==> config.mk <==
export PLATFORM = sky130hd
export DESIGN_NAME = uart_rx
export DESIGN_NICKNAME = d
export VERILOG_FILES = /design/src/rtl/uart_rx.sv
export SDC_FILE = /design/constraint.sdc
export NUM_CORES = 1
export LEC_CHECK = 0
export ABC_AREA = 0
export CORE_UTILIZATION = 40
export DETAILED_ROUTE_END_ITERATION = 7
export PLACE_DENSITY = 0.7
export SLEW_MARGIN = 20
export SYNTH_ARGS = -nofsm -noshare
export SYNTH_HDL_FRONTEND = slang
export SYNTH_SLANG_ARGS = --single-unit
==> constraint.sdc <==
create_clock -name clk -period 2.3 [get_ports clk]
set_clock_uncertainty 0.2 [all_clocks]
set_input_delay 0.345 -clock clk [delete_from_list [all_inputs] [get_ports clk]]
set_output_delay 0.345 -clock clk [all_outputs]
set_load 0.01 [all_outputs]
==> src/rtl/uart_rx.sv <==
// uart_rx: 8N1 serial receiver with a registered output queue.
//   Parameters: CLK_DIV    - clk cycles per bit (even, >= 4)
//               FIFO_DEPTH - receive FIFO entries (power of two, >= 2),
//                            only used when UART_RX_FIFO_EN is defined
//   Macro:      UART_RX_FIFO_EN - when defined the output queue is a
//               FIFO_DEPTH-entry FIFO, otherwise a single holding register.
//   Ports:      clk       - clock, all state updates on its rising edge
//               rst       - synchronous active-high reset
//               rx        - asynchronous serial line, idle high
//               data      - byte at the head of the output queue
//               valid     - data holds a byte
//               ready     - consumer accepts data when valid && ready
//               frame_err - one-cycle pulse when a stop bit samples low
//               overrun   - one-cycle pulse when a good byte is dropped
`timescale 1ns/1ps

module uart_rx #(
  parameter int unsigned CLK_DIV    = 16,
  parameter int unsigned FIFO_DEPTH = 4
) (
  input  logic       clk,
  input  logic       rst,
  input  logic       rx,
  output logic [7:0] data,
  output logic       valid,
  input  logic       ready,
  output logic       frame_err,
  output logic       overrun
);

  localparam int unsigned CNT_W = $clog2(CLK_DIV);
  localparam logic [CNT_W-1:0] HALF_LOAD = CNT_W'(CLK_DIV / 2 - 1);
  localparam logic [CNT_W-1:0] BIT_LOAD  = CNT_W'(CLK_DIV - 1);

  // Elaboration-time parameter sanity check
  if ((CLK_DIV < 4) || ((CLK_DIV % 2) != 0) || (FIFO_DEPTH < 2) ||
      ((FIFO_DEPTH & (FIFO_DEPTH - 1)) != 0)) begin : g_param_check
    $error("uart_rx: CLK_DIV must be even >= 4, FIFO_DEPTH a power of two >= 2");
  end

  typedef enum logic [2:0] {
    IDLE,
    START,
    DATA,
    STOP,
    WAIT_HIGH
  } state_t;

  state_t           state;
  logic [CNT_W-1:0] cnt;
  logic [2:0]       bit_idx;
  logic [7:0]       shift;
  logic             sync1;
  logic             rxs;
  logic             push_c;
  logic             pop_c;

  // Two-flop synchronizer; resets to the idle (high) line level
  always_ff @(posedge clk) begin
    if (rst) begin
      sync1 <= 1'b1;
      rxs   <= 1'b1;
    end else begin
      sync1 <= rx;
      rxs   <= sync1;
    end
  end

  // Frame decoder: counter reloads land each sample in the middle of a bit
  always_ff @(posedge clk) begin
    if (rst) begin
      state     <= IDLE;
      cnt       <= '0;
      bit_idx   <= '0;
      shift     <= '0;
      frame_err <= 1'b0;
    end else begin
      frame_err <= 1'b0;
      unique case (state)
        IDLE: begin
          if (!rxs) begin
            state <= START;
            cnt   <= HALF_LOAD;
          end
        end
        START: begin
          if (cnt != '0) begin
            cnt <= cnt - CNT_W'(1);
          end else if (!rxs) begin
            state   <= DATA;
            cnt     <= BIT_LOAD;
            bit_idx <= '0;
          end else begin
            state <= IDLE;
          end
        end
        DATA: begin
          if (cnt != '0) begin
            cnt <= cnt - CNT_W'(1);
          end else begin
            shift   <= {rxs, shift[7:1]};
            cnt     <= BIT_LOAD;
            bit_idx <= bit_idx + 3'd1;
            if (bit_idx == 3'd7) begin
              state <= STOP;
            end
          end
        end
        STOP: begin
          if (cnt != '0) begin
            cnt <= cnt - CNT_W'(1);
          end else if (rxs) begin
            state <= IDLE;
          end else begin
            frame_err <= 1'b1;
            state     <= WAIT_HIGH;
          end
        end
        WAIT_HIGH: begin
          if (rxs) begin
            state <= IDLE;
          end
        end
        default: state <= IDLE;
      endcase
    end
  end

  // A good stop bit hands the assembled byte straight to the queue
  assign push_c = (state == STOP) && (cnt == '0) && rxs;
  assign pop_c  = valid && ready;

`ifdef UART_RX_FIFO_EN
  localparam int unsigned ADDR_W = $clog2(FIFO_DEPTH);

  logic [7:0]        mem [FIFO_DEPTH];
  logic [ADDR_W-1:0] wr_ptr;
  logic [ADDR_W-1:0] rd_ptr;
  logic [ADDR_W-1:0] rd_next_c;
  logic [ADDR_W:0]   count;
  logic [ADDR_W:0]   count_next_c;
  logic              full_c;
  logic              accept_c;

  assign full_c    = (count == (ADDR_W + 1)'(FIFO_DEPTH));
  assign accept_c  = push_c && (!full_c || pop_c);
  assign rd_next_c = rd_ptr + ADDR_W'(1);

  // Occupancy after this cycle's push/pop
  always_comb begin
    count_next_c = count;
    if (accept_c && !pop_c) begin
      count_next_c = count + (ADDR_W + 1)'(1);
    end else if (pop_c && !accept_c) begin
      count_next_c = count - (ADDR_W + 1)'(1);
    end
  end

  // Storage array, no reset needed: reads are gated by count
  always_ff @(posedge clk) begin
    if (accept_c) begin
      mem[wr_ptr] <= shift;
    end
  end

  // Pointers, flags and a registered copy of the head entry
  always_ff @(posedge clk) begin
    if (rst) begin
      wr_ptr  <= '0;
      rd_ptr  <= '0;
      count   <= '0;
      data    <= '0;
      valid   <= 1'b0;
      overrun <= 1'b0;
    end else begin
      overrun <= push_c && full_c && !pop_c;
      count   <= count_next_c;
      valid   <= (count_next_c != '0);
      if (accept_c) begin
        wr_ptr <= wr_ptr + ADDR_W'(1);
      end
      if (pop_c) begin
        rd_ptr <= rd_next_c;
        if (count > (ADDR_W + 1)'(1)) begin
          data <= mem[rd_next_c];
        end else if (accept_c) begin
          data <= shift;
        end
      end else if ((count == '0) && accept_c) begin
        data <= shift;
      end
    end
  end
`else
  // Single holding register with the same handshake and overrun rules
  always_ff @(posedge clk) begin
    if (rst) begin
      data    <= '0;
      valid   <= 1'b0;
      overrun <= 1'b0;
    end else begin
      overrun <= push_c && valid && !pop_c;
      if (push_c && (!valid || pop_c)) begin
        data  <= shift;
        valid <= 1'b1;
      end else if (pop_c) begin
        valid <= 1'b0;
      end
    end
  end
`endif

endmodule

==> results of run 1 <==
-- where the power goes --
part / switching [µW] / total [µW] / internal [µW]
registers: 10.0 / 554 / 544
logic: 40.5 / 78.1 / 37.5
clock network: 175 / 316 / 141
total: 225 / 949 / 723
-- path summary, 6_finish.rpt --
check | from | endpoint | slack (ns) | depth (start not counted)
worst max-delay path | cnt[0] | cnt[2] | 0.28 | 6
worst min-delay path | sync1 | rxs | 0.22 | 1
worst max register to register | cnt[0] | cnt[2] | 0.28 | 6
worst min register to register | sync1 | rxs | 0.22 | 1
-- Yosys cell counts (all sizes together), types with 2 or more instances --
cell type / count / area [µm²]
nor3: 6 / 30.0
a211oi: 4 / 30.0
dfxtp: 31 / 621
nand2: 22 / 82.6
mux2i: 10 / 100
o21ai: 4 / 20.0
inv: 5 / 18.8
or2: 3 / 18.8
nor2: 13 / 48.8
nor3b: 3 / 22.5
and3: 2 / 12.5
buf: 4 / 37.5
clkbuf: 4 / 15.0
nand2b: 2 / 12.5
a21oi: 13 / 65.1
a22oi: 2 / 15.0
ha: 3 / 37.5
-- per-layer routing --
metal  vias to the layer above  part of all wire, %
met5                         -                    0
met1                       442                   48
met4                         0                  1.5
li1                        510                    -
met2                        22                   46
met3                         7                  4.5
-- flip-flops by register name, summed over array words and instances (netlist names) --
name	cells
bit_idx	3
cnt	4
data	8
frame_err	1
overrun	1
rxs	1
shift	8
state	3
sync1	1
valid	1
-- placed cells by master, fill, tap and decap left out, types with 2 or more instances in the layout --
cell / count
a211oi_1: 4
a21oi_1: 13
a22oi_1: 2
and3_1: 2
clkbuf_4: 5
clkdlybuf4s50_1: 14
dfxtp_1: 31
ha_1: 3
inv_1: 5
mux2i_1: 10
nand2_1: 22
nand2b_1: 2
nor2_1: 13
nor3_1: 6
nor3b_1: 3
o21ai_0: 4
or2_2: 3
-- logic make-up (layout without fill, tap and decap cells) --
| group | Yosys count | in the layout | share of synthesized area, % |
|---|---|---|---|
| AOI/OAI and AO/OA | 26 | 26 | 12.5 |
| xor gates and xnor gates | 1 | 1 | 0.683 |
| adders and majority gates | 3 | 3 | 2.93 |
| buffers and inverters | 13 | 28 | 5.56 |
| DFF | 31 | 31 | 48.4 |
| muxes | 10 | 10 | 7.81 |
| and+or+nand+nor | 57 | 57 | 22.1 |
-- final cells by class --
cell class / count / area [µm²] / area share [%]
Sequential cell: 31 / 621 / 41.1
Multi-Input combinational cell: 97 / 591 / 39.1
Timing Repair Buffer: 16 / 168 / 11.1
Tap cell: 44 / 55.1 / 3.65
Clock buffer: 6 / 51.3 / 3.40
Inverter: 5 / 18.8 / 1.24
Clock inverter: 1 / 5.00 / 0.332
-- through the flow --
step | power [µW] | utilization [%] | hold WS (ns) | instances
detailed placement | 645 | 47.6 | 0.198 | 193
CTS | 956 | 49.4 | 0.225 | 200
global route | 992 | 49.4 | 0.243 | 200
floorplan | 624 | - | 0.189 | 141
global placement | 642 | 47.6 | 0.201 | 193
finish | 949 | 49.4 | 0.220 | 200
==> metrics.cfg, run 1 <==
[setup_path]
path_buf_inv = 1
critPathArrivalTime_ns = 2.01
endpoint_kind = register
cp_slowest_cell = or3b_1
path_cells = inv_1, ha_1, or3b_1, a211oi_1, or2_2, a211oi_1
cpMostUsedCell = a211oi_1
cp-start-kind = register
crit_required_ns = 2.29
crit_type = reg2reg
critPathTopFamily = simple AND/OR/NAND/NOR gates
crit_fanout = 5
worst_path_largest_cell_delay_ns = 0.42

[hold_path]
hold_path_class = reg2reg

[timing]
setup_violations = 0
maxSlewViolCount = 0
slew-limit-headroom_pct = 62.7
period_needed_ns = 2.02
tightest_slew_ns = 0.558
hold_viol_final = 0
finalSetupTns_ns = 0
setup_ws_ns = 0.280
rsz0062_at_grt = no
max_freq_mhz = 495
post-route-period-util_pct = 87.8

[power_and_ir_drop]
p_per_area_nw_per_um2 = 629
p_leak_uw = 0.000525
ir_drop_v = 0.000350

[synth]
ys.flop_type = dfxtp_1
synth-seq-area-share_pct = 48.4
syn_inst = 141
async_reset_ff_share_pct = 0
synth_area_um2 = 1280
ys_types = 28
ys_warn_count = 0
synth_edf_count = 0
synth.avg_cell_area_um2 = 9.10
syn_nets = 148
synth-seq-cells = 31

[clocking]
cts_hold_buf = 0
clk_path_buf_depth = 2
clock_sinks = 31
numCtsBuffers = 5
root_buffer = clkbuf_4
cts_setup_buffers = 0
clkTransAtPathRegs_ns = 0.09
cts.repair.resized = 0
clk_latency_ns = 0.32
tritoncts = done
h-tree-depth = 2

[final_layout]
area_growth_pct = 17.7
design_area_um2 = 1510
drive_above_1_share_pct = 8.97
nets = 163
n_antenna_cell = 0
nFillCells = 303

[global_route]
antenna_found_initial = 0
met3_usage_pct = 6.15
grt_max_degree = 21
grt.total_usage_pct = 15.7
grtUsageMet2_pct = 25.1
grt_pass1_wl_um = 4020
grt_pass1_vias = 915
grt_overflow_total = 0
top_usage_layer = met2
grtUsageMet1_pct = 19.1

[drt]
ant_nets = 0
via_per_inst = 4.91
num_vias = 981
drcViolationCount = 0
drt_wl_total_um = 2340
post_drt_wl_per_cell_um = 11.7
firstDrtPassIters = 4
drt_iter0_markers = 36

[floorplanning]
row_count = 20
pin_count = 15
die_w_um = 58.6
die_h_um = 58.6
start_util_pct = 42.0
coreArea_um2 = 3050
die_area_um2 = 3440

[run_status]
status = finished clean

[job]
drv_cap = 0

[place]
hpwl_um = 1640
place_area_um2 = 1450
gp_congestion = 0.795
dp_slack_ns = 0.320
numPortBuffers = 14

Power figures use the tool's default switching activity.
==> run 2, diff against run 1 <==
--- a/config.mk
+++ b/config.mk
@@ -8,7 +8,7 @@
 export ABC_AREA = 0
 export CORE_UTILIZATION = 40
 export DETAILED_ROUTE_END_ITERATION = 7
-export PLACE_DENSITY = 0.7
+export PLACE_DENSITY_LB_ADDON = 0.12
 export SLEW_MARGIN = 20
 export SYNTH_ARGS = -nofsm -noshare
 export SYNTH_HDL_FRONTEND = slang
==> constraint.sdc (replaced) <==
create_clock -name clk -period 2.3 [get_ports clk]
set_clock_uncertainty 0.2 [all_clocks]
set_input_delay 0.345 -clock clk [delete_from_list [all_inputs] [get_ports clk]]
set_output_delay 0.345 -clock clk [all_outputs]
set_load 0.1 [all_outputs]
==> metrics.cfg, run 2 (synthesis gave the netlist of run 1 again) <==
[place]
gp_congestion = 0.733  ; -7.8%
numPortBuffers = 14  ; unchanged
hpwl_um = 1510  ; -7.6%
place_area_um2 = 1420  ; -2.2%

[final_layout]
nets = 164  ; +0.61%
drive_above_1_share_pct = 15.8  ; +6.8 points
nFillCells = 315  ; +4.0%
design_area_um2 = 1470  ; -2.6%
final_cell_mix = 31 x dfxtp_1, 22 x nand2_1, 14 x buf_4
n_antenna_cell = 0  ; unchanged
reg_top3 = data x8, shift x8, cnt x4
final_common_cell = dfxtp_1
area_growth_pct = 14.6

[clocking]
cts.repair.resized = 0  ; unchanged
clk_latency_ns = 0.32  ; about the same
tritoncts = done
root_buffer = clkbuf_4
numCtsBuffers = 5  ; unchanged
clk_path_buf_depth = 2  ; unchanged
cts_hold_buf = 0  ; unchanged
clock_sinks = 31  ; unchanged
cts_setup_buffers = 0  ; unchanged
h-tree-depth = 2  ; unchanged
clkTransAtPathRegs_ns = 0.10  ; about the same

[power_and_ir_drop]
p_per_area_nw_per_um2 = 634  ; +0.81%
p_leak_uw = 0.000544  ; +3.5%
finalPower_uw = 932  ; -1.8%
ir_drop_v = 0.000342  ; -2.2%

[global_route]
grt.total_usage_pct = 16.3  ; +0.54 points
grt_pass1_wl_um = 4140  ; +2.9%
grt_max_degree = 14  ; -33%
grt_overflow_total = 0  ; unchanged
grt_pass1_vias = 892  ; -2.5%
antenna_found_initial = 0  ; unchanged

[run_status]
status = finished clean

[setup_path]
r2r-end = data[1]
endpoint_kind = register
crit_required_ns = 2.32  ; +0.03 ns
path_cells = inv_1, ha_1, nor4b_4, and3_1, buf_4, mux2i_1, nor2_1
crit_fanout = 8  ; +3
crit_type = reg2reg
worst_path_largest_cell_delay_ns = 0.33  ; -0.09 ns
r2r_slack_ns = 0.37  ; +0.09 ns
cp-start-kind = register
r2r_cells = 7  ; +1
r2r-start = cnt[1]
cp_slowest_cell = nor4b_4
critPathArrivalTime_ns = 1.95  ; -0.06 ns

[floorplanning]
pin_count = 15  ; unchanged
die_area_um2 = 3440  ; unchanged
start_util_pct = 42.0  ; unchanged
row_count = 20  ; unchanged
die_h_um = 58.6  ; unchanged
coreArea_um2 = 3050  ; unchanged
die_w_um = 58.6  ; unchanged

[timing]
post-route-period-util_pct = 84.0  ; -3.9 points
setup_violations = 0  ; unchanged
hold-worst-slack_ns = 0.215  ; -0.00502 ns
rsz0062_at_grt = no
finalSetupTns_ns = 0  ; unchanged
slew-limit-headroom_pct = 66.6  ; +3.9 points
tightest_slew_ns = 0.500  ; -0.0580 ns
maxSlewViolCount = 0  ; unchanged
period_needed_ns = 1.93  ; -0.0890 ns
max_freq_mhz = 518  ; +4.6%
hold_viol_final = 0  ; unchanged

[drt]
post_drt_wl_per_cell_um = 11.6  ; -0.95%
via_per_inst = 4.85  ; -1.1%
drt_iter0_markers = 30  ; -17%
firstDrtPassIters = 4  ; unchanged
ant_nets = 0  ; unchanged
drcViolationCount = 0  ; unchanged
num_vias = 980  ; -0.10%
drt_wl_total_um = 2340  ; about the same

[hold_path]
min_path_cells = 1  ; unchanged
whs_endpoint = rxs
min-delay-start = sync1
hold_path_class = reg2reg

[job]
drv_cap = 0  ; unchanged

==> run 2: cell count changes in the layout (fill, tap and decap cells not counted) <==
cell and change:
clkbuf_1 +2, buf_12 -1, clkbuf_8 -1, buf_4 +13
clkdlybuf4s50_1 -11
==> run 2: cell type report <==
cell class                 count  area [µm²]  share of cell area (%)
clock buffer                   7        45.0                    3.06
clock inverter                 1        5.00                   0.340
inverter                       5        18.8                    1.28
multi-input combinational     97         591                    40.2
sequential                    31         621                    42.2
tap                           44        55.1                    3.74
timing repair buffer          17         135                    9.19
==> run 2: routing by layer <==
layer / GRT usage, % / wire, µm / vias up / part of all wire (%)
li1: - / - / 512 / -
met5: 0 / 0 / - / 0
met2: 24.0 / 1020 / 14 / 44
met4: 8.16 / 46 / 0 / 2.0
met1: 21.8 / 1200 / 449 / 51
met3: 4.62 / 67 / 5 / 2.9
==> run 2: per-stage QoR <==
stage / std cells / setup WS, ns / utilization, %
after detailed placement: 194 / 0.414 / 46.5
after global routing: 202 / 0.210 / 48.2
after floorplan: 141 / 0.343 / -
after global placement: 194 / 0.425 / 46.5
after CTS: 202 / 0.365 / 48.2
final: 202 / 0.369 / 48.2
==> run 2: how the worst max path moves through the flow <==
stage	from	to	slack, ns	depth (start not counted)
2_1_floorplan	valid	data[0]	0.34	5
3_3_place_gp	cnt[1]	cnt[2]	0.42	6
3_5_place_dp	cnt[1]	cnt[2]	0.41	6
4_1_cts	cnt[1]	cnt[2]	0.36	6
5_1_grt	cnt[0]	data[0]	0.21	7
6_report	cnt[1]	data[1]	0.37	7
==> run 2: worst max-delay path: cells and delay by family, from the launching register on <==
kind | cells | cell delay, ns
mux | 1 | 0.22
buf+inv | 2 | 0.27
fa+ha+maj | 1 | 0.23
simple gates | 3 | 0.59
flops | 1 | 0.32
==> run 2: power by group <==
group	switching (µW)	internal (µW)	total, µW
combinational	41.3	36.5	77.9
clock	180	119	299
sequential	10.5	544	555
